[src/rtl/tilt_pkg.sv]
// Shared tilt classification types and default tuning for the accelerometer filter
// and the spaceship position controller.
package tilt_pkg;

   typedef enum logic [1:0] {
      IDLE = 2'b00,
      NEG  = 2'b01,
      POS  = 2'b10
   } tilt_t;

   localparam int DEF_AXIS_W   = 16;
   localparam int DEF_AVG_LOG2 = 2;
   localparam int DEF_ENTER_TH = 384;
   localparam int DEF_EXIT_TH  = 256;
   localparam int DEF_DWELL    = 3;

   // Width of a counter that must hold values 0..n.
   function automatic int count_width(input int n);
      return (n < 2) ? 1 : $clog2(n + 1);
   endfunction

endpackage

[src/rtl/accel_tilt_filter_if.sv]
// Sample/result bundle between spi_control, the tilt filter and the position controller.
interface accel_tilt_filter_if #(
   parameter int AXIS_W = 16
);
   logic                     sample_en;
   logic signed [AXIS_W-1:0] data_x;
   logic signed [AXIS_W-1:0] data_y;
   logic signed [AXIS_W-1:0] filt_x;
   logic signed [AXIS_W-1:0] filt_y;
   logic [1:0]               tilt_x;
   logic [1:0]               tilt_y;
   logic                     valid;

   modport master (
      output sample_en, data_x, data_y,
      input  filt_x, filt_y, tilt_x, tilt_y, valid
   );

   modport slave (
      input  sample_en, data_x, data_y,
      output filt_x, filt_y, tilt_x, tilt_y, valid
   );
endinterface

[src/rtl/tilt_axis.sv]
// One accelerometer axis: moving-average window, registered filter output and
// hysteresis/dwell tilt classifier.
module tilt_axis
   import tilt_pkg::*;
#(
   parameter int AXIS_W   = DEF_AXIS_W,
   parameter int AVG_LOG2 = DEF_AVG_LOG2,
   parameter int ENTER_TH = DEF_ENTER_TH,
   parameter int EXIT_TH  = DEF_EXIT_TH,
   parameter int DWELL    = DEF_DWELL
) (
   input  logic                     slowclk,
   input  logic                     reset_n,
   input  logic                     sample_en,
   input  logic [AVG_LOG2-1:0]      ptr,
   input  logic signed [AXIS_W-1:0] sample,
   input  logic                     filt_load,
   input  logic                     fsm_step,
   output logic signed [AXIS_W-1:0] filt,
   output tilt_t                    tilt
);

   localparam int WIN   = 1 << AVG_LOG2;
   localparam int SUM_W = AXIS_W + AVG_LOG2;
   localparam int CNT_W = count_width(DWELL);

   localparam logic signed [AXIS_W-1:0] ENTER_POS = AXIS_W'(ENTER_TH);
   localparam logic signed [AXIS_W-1:0] ENTER_NEG = AXIS_W'(-ENTER_TH);
   localparam logic signed [AXIS_W-1:0] EXIT_POS  = AXIS_W'(EXIT_TH);
   localparam logic signed [AXIS_W-1:0] EXIT_NEG  = AXIS_W'(-EXIT_TH);

   logic signed [AXIS_W-1:0] sample_buf [WIN];
   logic signed [SUM_W-1:0]  sum_q;
   logic signed [AXIS_W-1:0] filt_q;
   tilt_t                    state_q, state_d;
   logic [CNT_W-1:0]         pos_q, pos_d, neg_q, neg_d;

   // The sum is wide enough for WIN full-scale samples, so replacing the oldest never overflows.
   always_ff @(posedge slowclk or negedge reset_n) begin
      if (!reset_n) begin
         for (int i = 0; i < WIN; i++) begin
            sample_buf[i] <= '0;
         end
         sum_q <= '0;
      end else if (sample_en) begin
         sum_q           <= sum_q - SUM_W'(sample_buf[ptr]) + SUM_W'(sample);
         sample_buf[ptr] <= sample;
      end
   end

   always_ff @(posedge slowclk or negedge reset_n) begin
      if (!reset_n) begin
         filt_q <= '0;
      end else if (filt_load) begin
         filt_q <= AXIS_W'(sum_q >>> AVG_LOG2);
      end
   end

   always_ff @(posedge slowclk or negedge reset_n) begin
      if (!reset_n) begin
         state_q <= IDLE;
         pos_q   <= '0;
         neg_q   <= '0;
      end else begin
         state_q <= state_d;
         pos_q   <= pos_d;
         neg_q   <= neg_d;
      end
   end

   // Leaving POS/NEG is immediate, so a sign reversal always spends at least one step in IDLE.
   always_comb begin
      state_d = state_q;
      pos_d   = pos_q;
      neg_d   = neg_q;
      if (fsm_step) begin
         case (state_q)
            IDLE: begin
               if (filt_q >= ENTER_POS) begin
                  neg_d = '0;
                  if (pos_q == CNT_W'(DWELL - 1)) begin
                     state_d = POS;
                     pos_d   = '0;
                  end else begin
                     pos_d = pos_q + CNT_W'(1);
                  end
               end else if (filt_q <= ENTER_NEG) begin
                  pos_d = '0;
                  if (neg_q == CNT_W'(DWELL - 1)) begin
                     state_d = NEG;
                     neg_d   = '0;
                  end else begin
                     neg_d = neg_q + CNT_W'(1);
                  end
               end else begin
                  pos_d = '0;
                  neg_d = '0;
               end
            end
            POS: begin
               if (filt_q < EXIT_POS) begin
                  state_d = IDLE;
               end
            end
            NEG: begin
               if (filt_q > EXIT_NEG) begin
                  state_d = IDLE;
               end
            end
            default: begin
               state_d = IDLE;
               pos_d   = '0;
               neg_d   = '0;
            end
         endcase
      end
   end

   assign filt = filt_q;
   assign tilt = state_q;

endmodule

[src/rtl/accel_tilt_filter.sv]
// Two-axis accelerometer conditioning: shared window pointer, fill tracking and the
// sample -> filter -> classify pipeline strobes driving one tilt_axis per axis.
module accel_tilt_filter
   import tilt_pkg::*;
#(
   parameter int AXIS_W   = DEF_AXIS_W,
   parameter int AVG_LOG2 = DEF_AVG_LOG2,
   parameter int ENTER_TH = DEF_ENTER_TH,
   parameter int EXIT_TH  = DEF_EXIT_TH,
   parameter int DWELL    = DEF_DWELL
) (
   input  logic               slowclk,
   input  logic               reset_n,
   accel_tilt_filter_if.slave bus
);

   localparam int WIN    = 1 << AVG_LOG2;
   localparam int FILL_W = AVG_LOG2 + 1;

   logic [AVG_LOG2-1:0] ptr_q;
   logic [FILL_W-1:0]   fill_q;
   logic                samp_d1;
   logic                full_d1;
   logic                step_q;
   logic                valid_q;
   tilt_t               tilt_x;
   tilt_t               tilt_y;

   // full_d1 marks samples whose window is complete; only those may move the classifiers.
   always_ff @(posedge slowclk or negedge reset_n) begin
      if (!reset_n) begin
         ptr_q   <= '0;
         fill_q  <= '0;
         samp_d1 <= 1'b0;
         full_d1 <= 1'b0;
         step_q  <= 1'b0;
         valid_q <= 1'b0;
      end else begin
         samp_d1 <= bus.sample_en;
         full_d1 <= bus.sample_en && (fill_q >= FILL_W'(WIN - 1));
         step_q  <= samp_d1 && full_d1;
         if (step_q) begin
            valid_q <= 1'b1;
         end
         if (bus.sample_en) begin
            ptr_q <= ptr_q + AVG_LOG2'(1);
            if (fill_q != FILL_W'(WIN)) begin
               fill_q <= fill_q + FILL_W'(1);
            end
         end
      end
   end

   tilt_axis #(
      .AXIS_W   (AXIS_W),
      .AVG_LOG2 (AVG_LOG2),
      .ENTER_TH (ENTER_TH),
      .EXIT_TH  (EXIT_TH),
      .DWELL    (DWELL)
   ) axis_x (
      .slowclk   (slowclk),
      .reset_n   (reset_n),
      .sample_en (bus.sample_en),
      .ptr       (ptr_q),
      .sample    (bus.data_x),
      .filt_load (samp_d1),
      .fsm_step  (step_q),
      .filt      (bus.filt_x),
      .tilt      (tilt_x)
   );

   tilt_axis #(
      .AXIS_W   (AXIS_W),
      .AVG_LOG2 (AVG_LOG2),
      .ENTER_TH (ENTER_TH),
      .EXIT_TH  (EXIT_TH),
      .DWELL    (DWELL)
   ) axis_y (
      .slowclk   (slowclk),
      .reset_n   (reset_n),
      .sample_en (bus.sample_en),
      .ptr       (ptr_q),
      .sample    (bus.data_y),
      .filt_load (samp_d1),
      .fsm_step  (step_q),
      .filt      (bus.filt_y),
      .tilt      (tilt_y)
   );

   assign bus.tilt_x = tilt_x;
   assign bus.tilt_y = tilt_y;
   assign bus.valid  = valid_q;

endmodule

[src/flat_wrapper.sv]
// flat-port wrapper written by rule: the top's interface ports become plain ports
module accel_tilt_filter_flat import tilt_pkg::*;
#(
   parameter int AXIS_W   = DEF_AXIS_W,
   parameter int AVG_LOG2 = DEF_AVG_LOG2,
   parameter int ENTER_TH = DEF_ENTER_TH,
   parameter int EXIT_TH  = DEF_EXIT_TH,
   parameter int DWELL    = DEF_DWELL
)
  (slowclk, reset_n, bus_sample_en, bus_data_x, bus_data_y, bus_filt_x, bus_filt_y, bus_tilt_x, bus_tilt_y, bus_valid);
  accel_tilt_filter_if #(.AXIS_W(AXIS_W)) bus_i ();
  input  logic slowclk;
  input  logic reset_n;
  input wire logic [$bits(bus_i.sample_en)-1:0] bus_sample_en;
  input wire logic [$bits(bus_i.data_x)-1:0] bus_data_x;
  input wire logic [$bits(bus_i.data_y)-1:0] bus_data_y;
  output wire logic [$bits(bus_i.filt_x)-1:0] bus_filt_x;
  output wire logic [$bits(bus_i.filt_y)-1:0] bus_filt_y;
  output wire logic [$bits(bus_i.tilt_x)-1:0] bus_tilt_x;
  output wire logic [$bits(bus_i.tilt_y)-1:0] bus_tilt_y;
  output wire logic [$bits(bus_i.valid)-1:0] bus_valid;
  assign bus_i.sample_en = bus_sample_en;
  assign bus_i.data_x = bus_data_x;
  assign bus_i.data_y = bus_data_y;
  assign bus_filt_x = bus_i.filt_x;
  assign bus_filt_y = bus_i.filt_y;
  assign bus_tilt_x = bus_i.tilt_x;
  assign bus_tilt_y = bus_i.tilt_y;
  assign bus_valid = bus_i.valid;
  accel_tilt_filter #(.AXIS_W(AXIS_W), .AVG_LOG2(AVG_LOG2), .ENTER_TH(ENTER_TH), .EXIT_TH(EXIT_TH), .DWELL(DWELL)) u_core (.slowclk(slowclk), .reset_n(reset_n), .bus(bus_i));
endmodule
[config.mk]
export PLATFORM = sky130hd
export DESIGN_NAME = accel_tilt_filter_flat
export DESIGN_NICKNAME = d
export VERILOG_FILES = /design/src/rtl/tilt_pkg.sv /design/src/rtl/accel_tilt_filter_if.sv /design/src/rtl/tilt_axis.sv /design/src/rtl/accel_tilt_filter.sv /design/src/flat_wrapper.sv
export SDC_FILE = /design/constraint.sdc
export NUM_CORES = 1
export LEC_CHECK = 0
export BUFFER_PORTS_ARGS = -buffer_cell sky130_fd_sc_hd__buf_2
export CORE_MARGIN = 3
export CORE_UTILIZATION = 50
export DETAILED_ROUTE_END_ITERATION = 6
export GPL_TIMING_DRIVEN = 0
export PLACE_DENSITY = 0.81
export SYNTH_ARGS = -nofsm -noshare
export SYNTH_HDL_FRONTEND = slang
export SYNTH_SLANG_ARGS = --single-unit
[constraint.sdc]
create_clock -name slowclk -period 3.9 [get_ports slowclk]
set_clock_uncertainty 0.15 [all_clocks]
set_input_delay 0.78 -clock slowclk [delete_from_list [all_inputs] [get_ports slowclk]]
set_output_delay 0.78 -clock slowclk [all_outputs]
set_load 0.02 [all_outputs]
==> qor.yml, run 1 <==
regToRegEndpoint: "u_core.axis_y.sum_q[17]"
totalWireLength_um: 28400
cp-start-kind: "flip-flop"
slew_viol_final: 0
yosysTopAreaCell: "dfrtp_1"
drc: 0
required_ns: 4.12
final_nets: 1351
ioPinCount: 72
regArea_um2: 5430
gp_congestion: 0.846
cts_buffer_depth: 3
drtIter0Drc: 790
ys_top_cells_by_area: "dfrtp_1, o21ai_0, mux4_2"
yosysUniqueCellTypes: 59
synth_nets: 1249
drive_gt1_share_pct: 17.6
wl_per_cell_um: 18.2
holdCritPathClass: "in2async"
fin_crit_sh_pct: 97.7
antenna_found_initial: 1
grt_max_degree: 125
rrSetupSlack_ns: 0.09
grt-ovfl-total: 0
fin_setup_tns_ns: 0
clkLatencyLatePin_ns: 0.51
ant_nets: 0
cts_tree: "done"
rows: 55
final_cell_area_um2: 13400
numCtsBuffers: 22
setup_ws_ns: 0.0881
yosysWarnings: 0
ff2ff_path_depth: 12
place_ws_ns: -0.481
grt_pass1_vias: 9277
diodes: 0
grt_use_total_pct: 22.4
critPathMaxFanout: 10
area_delta_synth_final_pct: 14.3
layout_min_cycle_time_ns: 3.81
avgSynthCellArea_um2: 10.4
setup_viol: 0
rsz0062_at_grt: "true"
dieWidth_um: 159
fmax_mhz: 262
clk_pin_slew_ns: 0.06
synth_area_um2: 11700
grt_pass1_wl_um: 46600
cts_root_buf: "clkbuf_16"
synth_ff_type: "dfrtp_1"
core_um2: 22800
synthArstFlopShare_pct: 100
fillCellCount: 1766
io_buffers: 71
final_hold_viol_count: 0
ys_ff_latch: 217
hpwl_um: 20000
maxCapViolCount: 0
synth_top_area_share_pct: 46.4
placed_cell_area_um2: 12500
fin_util_pct: 58.5
cts_sinks: 217
syn_inst: 1129
htree_levels: 1
via_per_inst: 5.64
die_y_um: 159
status: "complete, no violations"
crit_arrival_ns: 4.04
cp-end-kind: "flip-flop"
vias: 8780
worstSetupPathType: "reg2reg"
synth_edf_count: 0
dieArea_um2: 25300
synth-seq-area-share_pct: 46.4
tightestPinTransition_ns: 0.769
start_util_pct: 51.2
slew_headroom_pct: 48.7
reg2reg_from: "u_core.ptr_q[0]"
multi_input_area_um2: 5560
first_pass_iters: 7
==> what timing repair did <==
item | 4_1_cts | 5_1_grt
hold buffers | 0 | 0
endpoints found under the hold margin | 0 | 0
gates cloned | 0 | 0
endpoints found under the setup margin | 22 | 14
setup buffers | 0 | 8
pin swaps | 0 | 3
gates resized for setup | 14 | 10
==> Yosys cell counts (all sizes together) (2+ instances only) <==
library cell,count
o21ai,172
nand4,7
o31a,2
a211oi,8
clkbuf,37
o21bai,6
nor3,5
nand2b,7
and2,4
mux2,41
mux4,32
a21o,13
o31ai,3
o2111ai,2
a31oi,12
nor2,15
inv,152
nand2,175
nand3,12
xor2,11
a22o,2
nor2b,4
fa,34
xnor2,20
or3,3
mux2i,12
o21a,4
nor4,5
o211ai,6
a21oi,32
dfrtp,217
ha,51
buf,9
==> worst max path at each step <==
stage | startpoint | to | cells past startpoint
after detailed placement | u_core.ptr_q[0] | u_core.axis_x.sum_q[17] | 13
after global routing | u_core.ptr_q[0] | u_core.axis_y.sum_q[17] | 12
after CTS | u_core.ptr_q[0] | u_core.axis_x.sum_q[17] | 12
after global placement | reset_n | u_core.axis_x.filt[2] | 1
after floorplan | u_core.ptr_q[0] | u_core.axis_x.sum_q[10] | 13
final | u_core.ptr_q[0] | u_core.axis_y.sum_q[17] | 12
==> cell usage in the layout, fill, tap and decap left out, drive strengths merged, types with 13 or more instances in the layout <==
cell type and instances:
a21oi 32, inv 152, fa 34, clkbuf 63, nor2 15, nand2 175, a21o 13, mux2 41
buf 90, dfrtp 217, o21ai 172, mux4 32, ha 51, xnor2 20
==> stage by stage <==
stage | instances | hold WS, ns
after CTS | 1551 | 0.157
after detailed placement | 1514 | 0.295
after global routing | 1558 | 0.179
final | 1558 | 0.106
after floorplan | 1129 | 0.278
after global placement | 1513 | 0.286
==> state kept, by name, indices dropped and copies added, names as in the netlist, 3 cells and up <==
register / count
u_core.axis_x.sample_buf: 64
u_core.axis_y.sample_buf: 64
u_core.axis_x.sum_q: 18
u_core.axis_y.sum_q: 18
u_core.axis_x.filt: 16
u_core.axis_y.filt: 16
u_core.fill_q: 3
==> final cells by class <==
| cell class | instances | area share [%] |
|---|---|---|
| multi-input cells | 714 | 41.6 |
| flip-flops and latches | 217 | 40.6 |
| clock buffers | 29 | 4.70 |
| inverters | 152 | 4.27 |
| repair buffers | 80 | 3.39 |
| well taps | 313 | 2.93 |
| plain buffers | 44 | 1.59 |
| clock inverters | 9 | 0.899 |
==> per-layer routing <==
metal | global-route usage, % | part of all wire, % | wire, µm
met5 | 0 | 0.025 | 7
met4 | 7.24 | 2.9 | 811
met3 | 4.08 | 6.8 | 1940
met2 | 38.7 | 50 | 14100
met1 | 28.9 | 41 | 11600
==> logic make-up (layout without fill, tap and decap cells) <==
family | after synthesis | count (layout) | share of synthesized area [%]
multiplexers | 85 | 85 | 11.2
buffers and inverters | 198 | 314 | 6.40
XOR/XNOR | 31 | 31 | 2.32
AO/OA/AOI/OAI | 270 | 270 | 13.4
AND/OR/NAND/NOR | 243 | 243 | 8.98
adder cells (fa/ha/maj) | 85 | 85 | 11.3
flip-flops | 217 | 217 | 46.4
==> critical path, cell delays in order, from the launching register on <==
cell	delay (ns)
dfrtp_2	0.47
buf_12	0.18
mux4_2	0.52
fa_1	0.56
inv_1	0.06
ha_1	0.32
a211oi_2	0.24
o21ai_2	0.14
o2111ai_2	0.26
nand2_2	0.10
o31a_1	0.36
mux2i_1	0.19
o32ai_2	0.10
Power of run 1 is not shown: default switching activity piles up to over one toggle a cycle in this logic, so the estimate is an artifact.
==> inputs of run 2 (changes only) <==
--- a/config.mk
+++ b/config.mk
@@ -6,11 +6,13 @@
 export NUM_CORES = 1
 export LEC_CHECK = 0
 export BUFFER_PORTS_ARGS = -buffer_cell sky130_fd_sc_hd__buf_2
+export CELL_PAD_IN_SITES_DETAIL_PLACEMENT = 2
+export CELL_PAD_IN_SITES_GLOBAL_PLACEMENT = 2
 export CORE_MARGIN = 3
-export CORE_UTILIZATION = 50
+export CORE_UTILIZATION = 37
 export DETAILED_ROUTE_END_ITERATION = 6
 export GPL_TIMING_DRIVEN = 0
-export PLACE_DENSITY = 0.81
+export PLACE_DENSITY = 0.88
 export SYNTH_ARGS = -nofsm -noshare
 export SYNTH_HDL_FRONTEND = slang
 export SYNTH_SLANG_ARGS = --single-unit
==> run 2 against run 1 <==
The flow now finishes with violations (negative setup slack). Wire length up 130%. Final area is 9.8% higher. Global-route usage increased by 10 points. Setup slack got worse by 0.85 ns. Hold slack better by 0.043 ns. Cell count is 8.9% higher. Register-to-register slack got worse by 0.85 ns. Critical path type unchanged. Critical path depth up 3. Fmax fell by 18%.
==> qor.yml, run 2 (same netlist as run 1, synthesis figures left out) <==
holdCritPathClass: "in2async"
drc: 0
fin_cells: 1696
setup_viol: 22
setup_ws_ns: -0.758
cts_sinks: 217
grt_pass1_vias: 11849
totalWireLength_um: 64100
cts_tree: "done"
final_hold_viol_count: 0
htree_levels: 1
required_ns: 4.16
io_buffers: 71
grt_max_degree: 115
maxCapViolCount: 0
via_per_inst: 6.55
drive_gt1_share_pct: 26.9
rows: 64
clkLatencyLatePin_ns: 0.57
vias: 11106
grt_pass1_wl_um: 81500
worstSetupPathType: "reg2reg"
status: "finished, violations left"
gp_congestion: 0.806
cp-start-kind: "flip-flop"
grt-ovfl-total: 0
cp-end-kind: "flip-flop"
start_util_pct: 37.8
cts_root_buf: "clkbuf_16"
area_delta_synth_final_pct: 25.5
clk_pin_slew_ns: 0.08
final_nets: 1399
grt_use_total_pct: 32.6
dieWidth_um: 184
first_pass_iters: 5
die_y_um: 184
violations: "negative setup slack"
dp_cells: 1597
fin_util_pct: 47.5
layout_common_cells: "dfrtp_1, nand2_1, o21ai_0"
critPathMaxFanout: 7
tightestPinTransition_ns: 1.02
final_common_cell: "dfrtp_1"
wl_per_cell_um: 37.8
cts_buffer_depth: 3
fin_crit_sh_pct: 119
slew_headroom_pct: 32.0
largestRegisters: "u_core.axis_x.sample_buf (64), u_core.axis_y.sample_buf (64)"
ioPinCount: 72
slew_viol_final: 0
antenna_found_initial: 2
rsz0062_at_grt: "true"
numCtsBuffers: 26
layout_min_cycle_time_ns: 4.66
drtIter0Drc: 1096
fmax_mhz: 215
dieArea_um2: 33800
fin_setup_tns_ns: -5.17
hold-worst-slack_ns: 0.150
ant_nets: 0
core_um2: 30900
hpwl_um: 29300
crit_arrival_ns: 4.92
-- run 2: layout make-up --
class | instances | area, µm²
Antenna cell | 1 | 2.50
Buffer | 45 | 248
Clock buffer | 34 | 742
Clock inverter | 14 | 173
Fill cell | 3103 | 16200
Inverter | 152 | 573
Multi-Input combinational cell | 714 | 6160
Sequential cell | 217 | 5430
Tap cell | 396 | 495
Timing Repair Buffer | 123 | 852
-- run 2: metal layers --
metal / global-route usage, % / wire length (µm) / part of all wire, % / vias to the layer above
met5: 0 / 26 / 0.041 / -
met4: 19.9 / 5310 / 8.3 / 4
met3: 6.35 / 5160 / 8.0 / 367
met2: 55.7 / 30500 / 48 / 872
met1: 37.9 / 23100 / 36 / 5753
li1: - / - / - / 4110
-- run 2: what timing repair did --
action | 4_1_cts | 5_1_grt
gates cloned | 1 | 0
hold endpoints to repair | 0 | 0
pin swaps | 21 | 38
resized for setup | 72 | 84
hold buffers | 0 | 0
setup endpoints to repair | 29 | 24
setup buffers | 17 | 34
-- run 2: worst paths after layout --
check	cells after the start	startpoint	slack (ns)	end
max	15	u_core.ptr_q[0]	-0.76	u_core.axis_x.sum_q[17]
min	1	reset_n	0.15	u_core.axis_x.filt[9]
max reg2reg	15	u_core.ptr_q[0]	-0.76	u_core.axis_x.sum_q[17]
min reg2reg	1	u_core.bus.valid	0.32	u_core.bus.valid
max in group asynchronous	2	reset_n	2.31	u_core.axis_y.sample_buf[22]
min in group slowclk	1	bus_sample_en	0.22	u_core.samp_d1
-- run 2: worst max-delay path: stages, from the launching register on --
cell	delay [ns]
dfrtp_1	0.47
buf_8	0.20
buf_12	0.15
buf_8	0.13
mux4_2	0.57
fa_1	0.60
inv_2	0.08
ha_4	0.27
buf_4	0.16
nand2_1	0.08
o22ai_1	0.16
a211oi_2	0.39
o21bai_1	0.17
xnor2_1	0.31
nand2_1	0.15
xnor2_1	0.45
-- run 2: per-stage QoR --
step	setup WS [ns]	instance area [µm²]
6_report	-0.758	14700
5_1_grt	-0.730	14700
4_1_cts	-0.0425	14000
3_5_place_dp	-0.823	12600
3_3_place_gp	-1.97	12600
2_1_floorplan	0.0690	11700
Power of run 2 is left out for the same reason.
==> inputs of run 3 (changes only) <==
--- a/config.mk
+++ b/config.mk
@@ -5,14 +5,15 @@
 export SDC_FILE = /design/constraint.sdc
 export NUM_CORES = 1
 export LEC_CHECK = 0
+export ABC_AREA = 1
 export BUFFER_PORTS_ARGS = -buffer_cell sky130_fd_sc_hd__buf_2
 export CELL_PAD_IN_SITES_DETAIL_PLACEMENT = 2
 export CELL_PAD_IN_SITES_GLOBAL_PLACEMENT = 2
 export CORE_MARGIN = 3
-export CORE_UTILIZATION = 37
+export CORE_UTILIZATION = 33
 export DETAILED_ROUTE_END_ITERATION = 6
 export GPL_TIMING_DRIVEN = 0
-export PLACE_DENSITY = 0.88
+export PLACE_DENSITY = 0.87
 export SYNTH_ARGS = -nofsm -noshare
 export SYNTH_HDL_FRONTEND = slang
 export SYNTH_SLANG_ARGS = --single-unit
==> run 3 against run 2 <==
The flow now finishes without violations. Utilization down 8.7 points. Setup slack gained 0.95 ns. Largest cell class unchanged. Register-to-register slack improved by 0.95 ns. Synthesized cell count is 39% higher. Critical endpoint is now u_core.axis_y.sum_q[14]. Area after synthesis is 6.1% higher. Critical path depth up 3. Global-route usage shrank 7.6 points. Fmax is 26% higher. Non-clock buffer count down 35.
==> qor.yml, run 3 <==
status: "complete, no violations"
die_y_um: 200
yosysTopAreaCell: "dfrtp_1"
maxCapViolCount: 0
yosysWarnings: 0
grt_pass1_wl_um: 77400
io_buffers: 71
cts_hold_buf: 0
final_hold_viol_count: 0
cts_sinks: 217
tightestPinTransition_ns: 0.851
fillCellCount: 4213
synth_ff_type: "dfrtp_1"
final_common_cell: "nand2_1"
cts_root_buf: "clkbuf_16"
antenna_found_initial: 1
ioPinCount: 72
slew_viol_final: 0
cts_setup_buffers: 0
via_per_inst: 5.28
numCtsBuffers: 25
wl_per_cell_um: 22.4
grt_use_total_pct: 24.9
cp-end-kind: "flip-flop"
area_delta_synth_final_pct: 15.4
synthArstFlopShare_pct: 100
synth_top_cells_by_count: "nand2_1, o21ai_0, dfrtp_1, inv_1, nor2_1"
dieArea_um2: 40000
yosysUniqueCellTypes: 36
cts_buffer_depth: 3
first_pass_iters: 5
syn_inst: 1565
drtIter0Drc: 723
drc: 0
clkLatencyLatePin_ns: 0.56
hpwl_um: 34900
synth-seq-area-share_pct: 43.8
yosysMostFrequentCell: "nand2_1"
dp_cells: 2142
slew_headroom_pct: 43.3
vias: 11573
fmax_mhz: 270
cp-start-kind: "flip-flop"
worstSetupPathType: "reg2reg"
synth_area_um2: 12400
ys_ff_latch: 217
synth_top_area_share_pct: 43.8
critPathMaxFanout: 10
layout_common_cells: "nand2_1, o21ai_0, dfrtp_1"
synth_nets: 1685
rows: 70
dieWidth_um: 200
start_util_pct: 33.7
avgSynthCellArea_um2: 7.93
totalWireLength_um: 49100
grt_pass1_vias: 13333
rsz0062_at_grt: "false"
crit_arrival_ns: 4.00
grt_max_degree: 84
drive_gt1_share_pct: 11.2
final_nets: 1785
largestRegisters: "u_core.axis_x.sample_buf (64), u_core.axis_y.sample_buf (64)"
required_ns: 4.19
clk_pin_slew_ns: 0.07
fin_crit_sh_pct: 95.0
multi_input_area_um2: 5920
ys_top_cells_by_area: "dfrtp_1, nand2_1, o21ai_0"
holdCritPathClass: "in2async"
htree_levels: 1
core_um2: 36900
grt-ovfl-total: 0
layout_min_cycle_time_ns: 3.70
setup_viol: 0
fin_cells: 2190
cts_tree: "done"
ant_nets: 0
synth_edf_count: 0
regArea_um2: 5430
gp_congestion: 0.835
==> run 3: cell count changes after synthesis, sizes merged, moves of 16 or more <==
cell / before / now
a21oi: 32 / 58
xnor2: 20 / 4
inv: 152 / 217
mux2: 41 / 0
mux4: 32 / 0
nand2: 175 / 364
nand3: 12 / 69
nor2: 15 / 157
o21ai: 172 / 243
buf: 9 / 27
o22ai: 1 / 36
==> run 3: cell families (layout without fill, tap and decap cells) <==
group / count (synthesis) / in the layout / synth area share [%]
AO/OA/AOI/OAI: 350 / 350 / 15.1
AND/OR/NAND/NOR: 623 / 623 / 21.0
XOR/XNOR: 12 / 12 / 0.847
other: 0 / 2 / 0
buffers and inverters: 278 / 397 / 8.63
adder cells (fa/ha/maj): 85 / 85 / 10.6
flip-flops: 217 / 217 / 43.8
==> run 3: repair_timing <==
action                     CTS  global route
cloned                       0             0
setup endpoints to repair    9            22
resized for setup            4            24
pin swaps                    0             0
==> run 3: worst max-delay path, stage by stage (launching register included) <==
cell and delay, ns:
dfrtp_1 0.44, inv_1 0.11, buf_2 0.26, clkbuf_4 0.30, o21ai_0 0.11, o22ai_1 0.21
ha_1 0.28, inv_1 0.08, ha_1 0.26, inv_1 0.09, fa_1 0.45, o21ai_4 0.26
nand2_1 0.10, nand2_2 0.12, nand2_2 0.06, nand2_1 0.06, nand2_1 0.06, nand3_1 0.13
nand2_1 0.08
==> run 3: layout make-up <==
cell class              instances  share of cell area (%)
well taps                     504                    4.40
diodes                          2                  0.0350
repair buffers                 73                    2.94
plain buffers                  60                    1.92
clock buffers                  36                    5.01
flip-flops and latches        217                    37.9
clock inverters                10                   0.743
inverters                     218                    5.71
multi-input cells            1070                    41.3
==> run 3: worst paths after layout <==
check / slack [ns] / cells after the start / startpoint / endpoint
setup / recovery: 0.20 / 18 / u_core.ptr_q[0] / u_core.axis_y.sum_q[14]
hold / removal: 0.03 / 1 / reset_n / u_core.axis_x.pos_q[0]
setup reg to reg: 0.20 / 18 / u_core.ptr_q[0] / u_core.axis_y.sum_q[14]
hold reg to reg: 0.32 / 1 / u_core.bus.valid / u_core.bus.valid
max in group asynchronous: 2.71 / 2 / reset_n / u_core.axis_x.sample_buf[0]
min in group slowclk: 0.22 / 1 / bus_sample_en / u_core.samp_d1
==> run 3: layer usage <==
metal	share of wire [%]	GRT usage (%)	vias to the layer above
met2	51	44.4	265
li1	-	-	5216
met3	3.5	3.32	128
met5	0	0	-
met1	42	30.8	5964
met4	4.3	9.59	0
==> run 3: stage by stage <==
step                hold WS [ns]  cell area, µm²  util (%)  worst slack [ns]  TNS, ns
finish                    0.0311           14300      38.8             0.196        0
global route              0.0626           14300      38.8            0.0176        0
CTS                       0.0507           14300      38.8            0.0471        0
detailed placement         0.303           13500      36.5           0.00522        0
global placement           0.297           13400      36.3             -2.07  -442.87
floorplan                  0.259           12400         -             0.948        0
Power of run 3 is left out for the same reason.
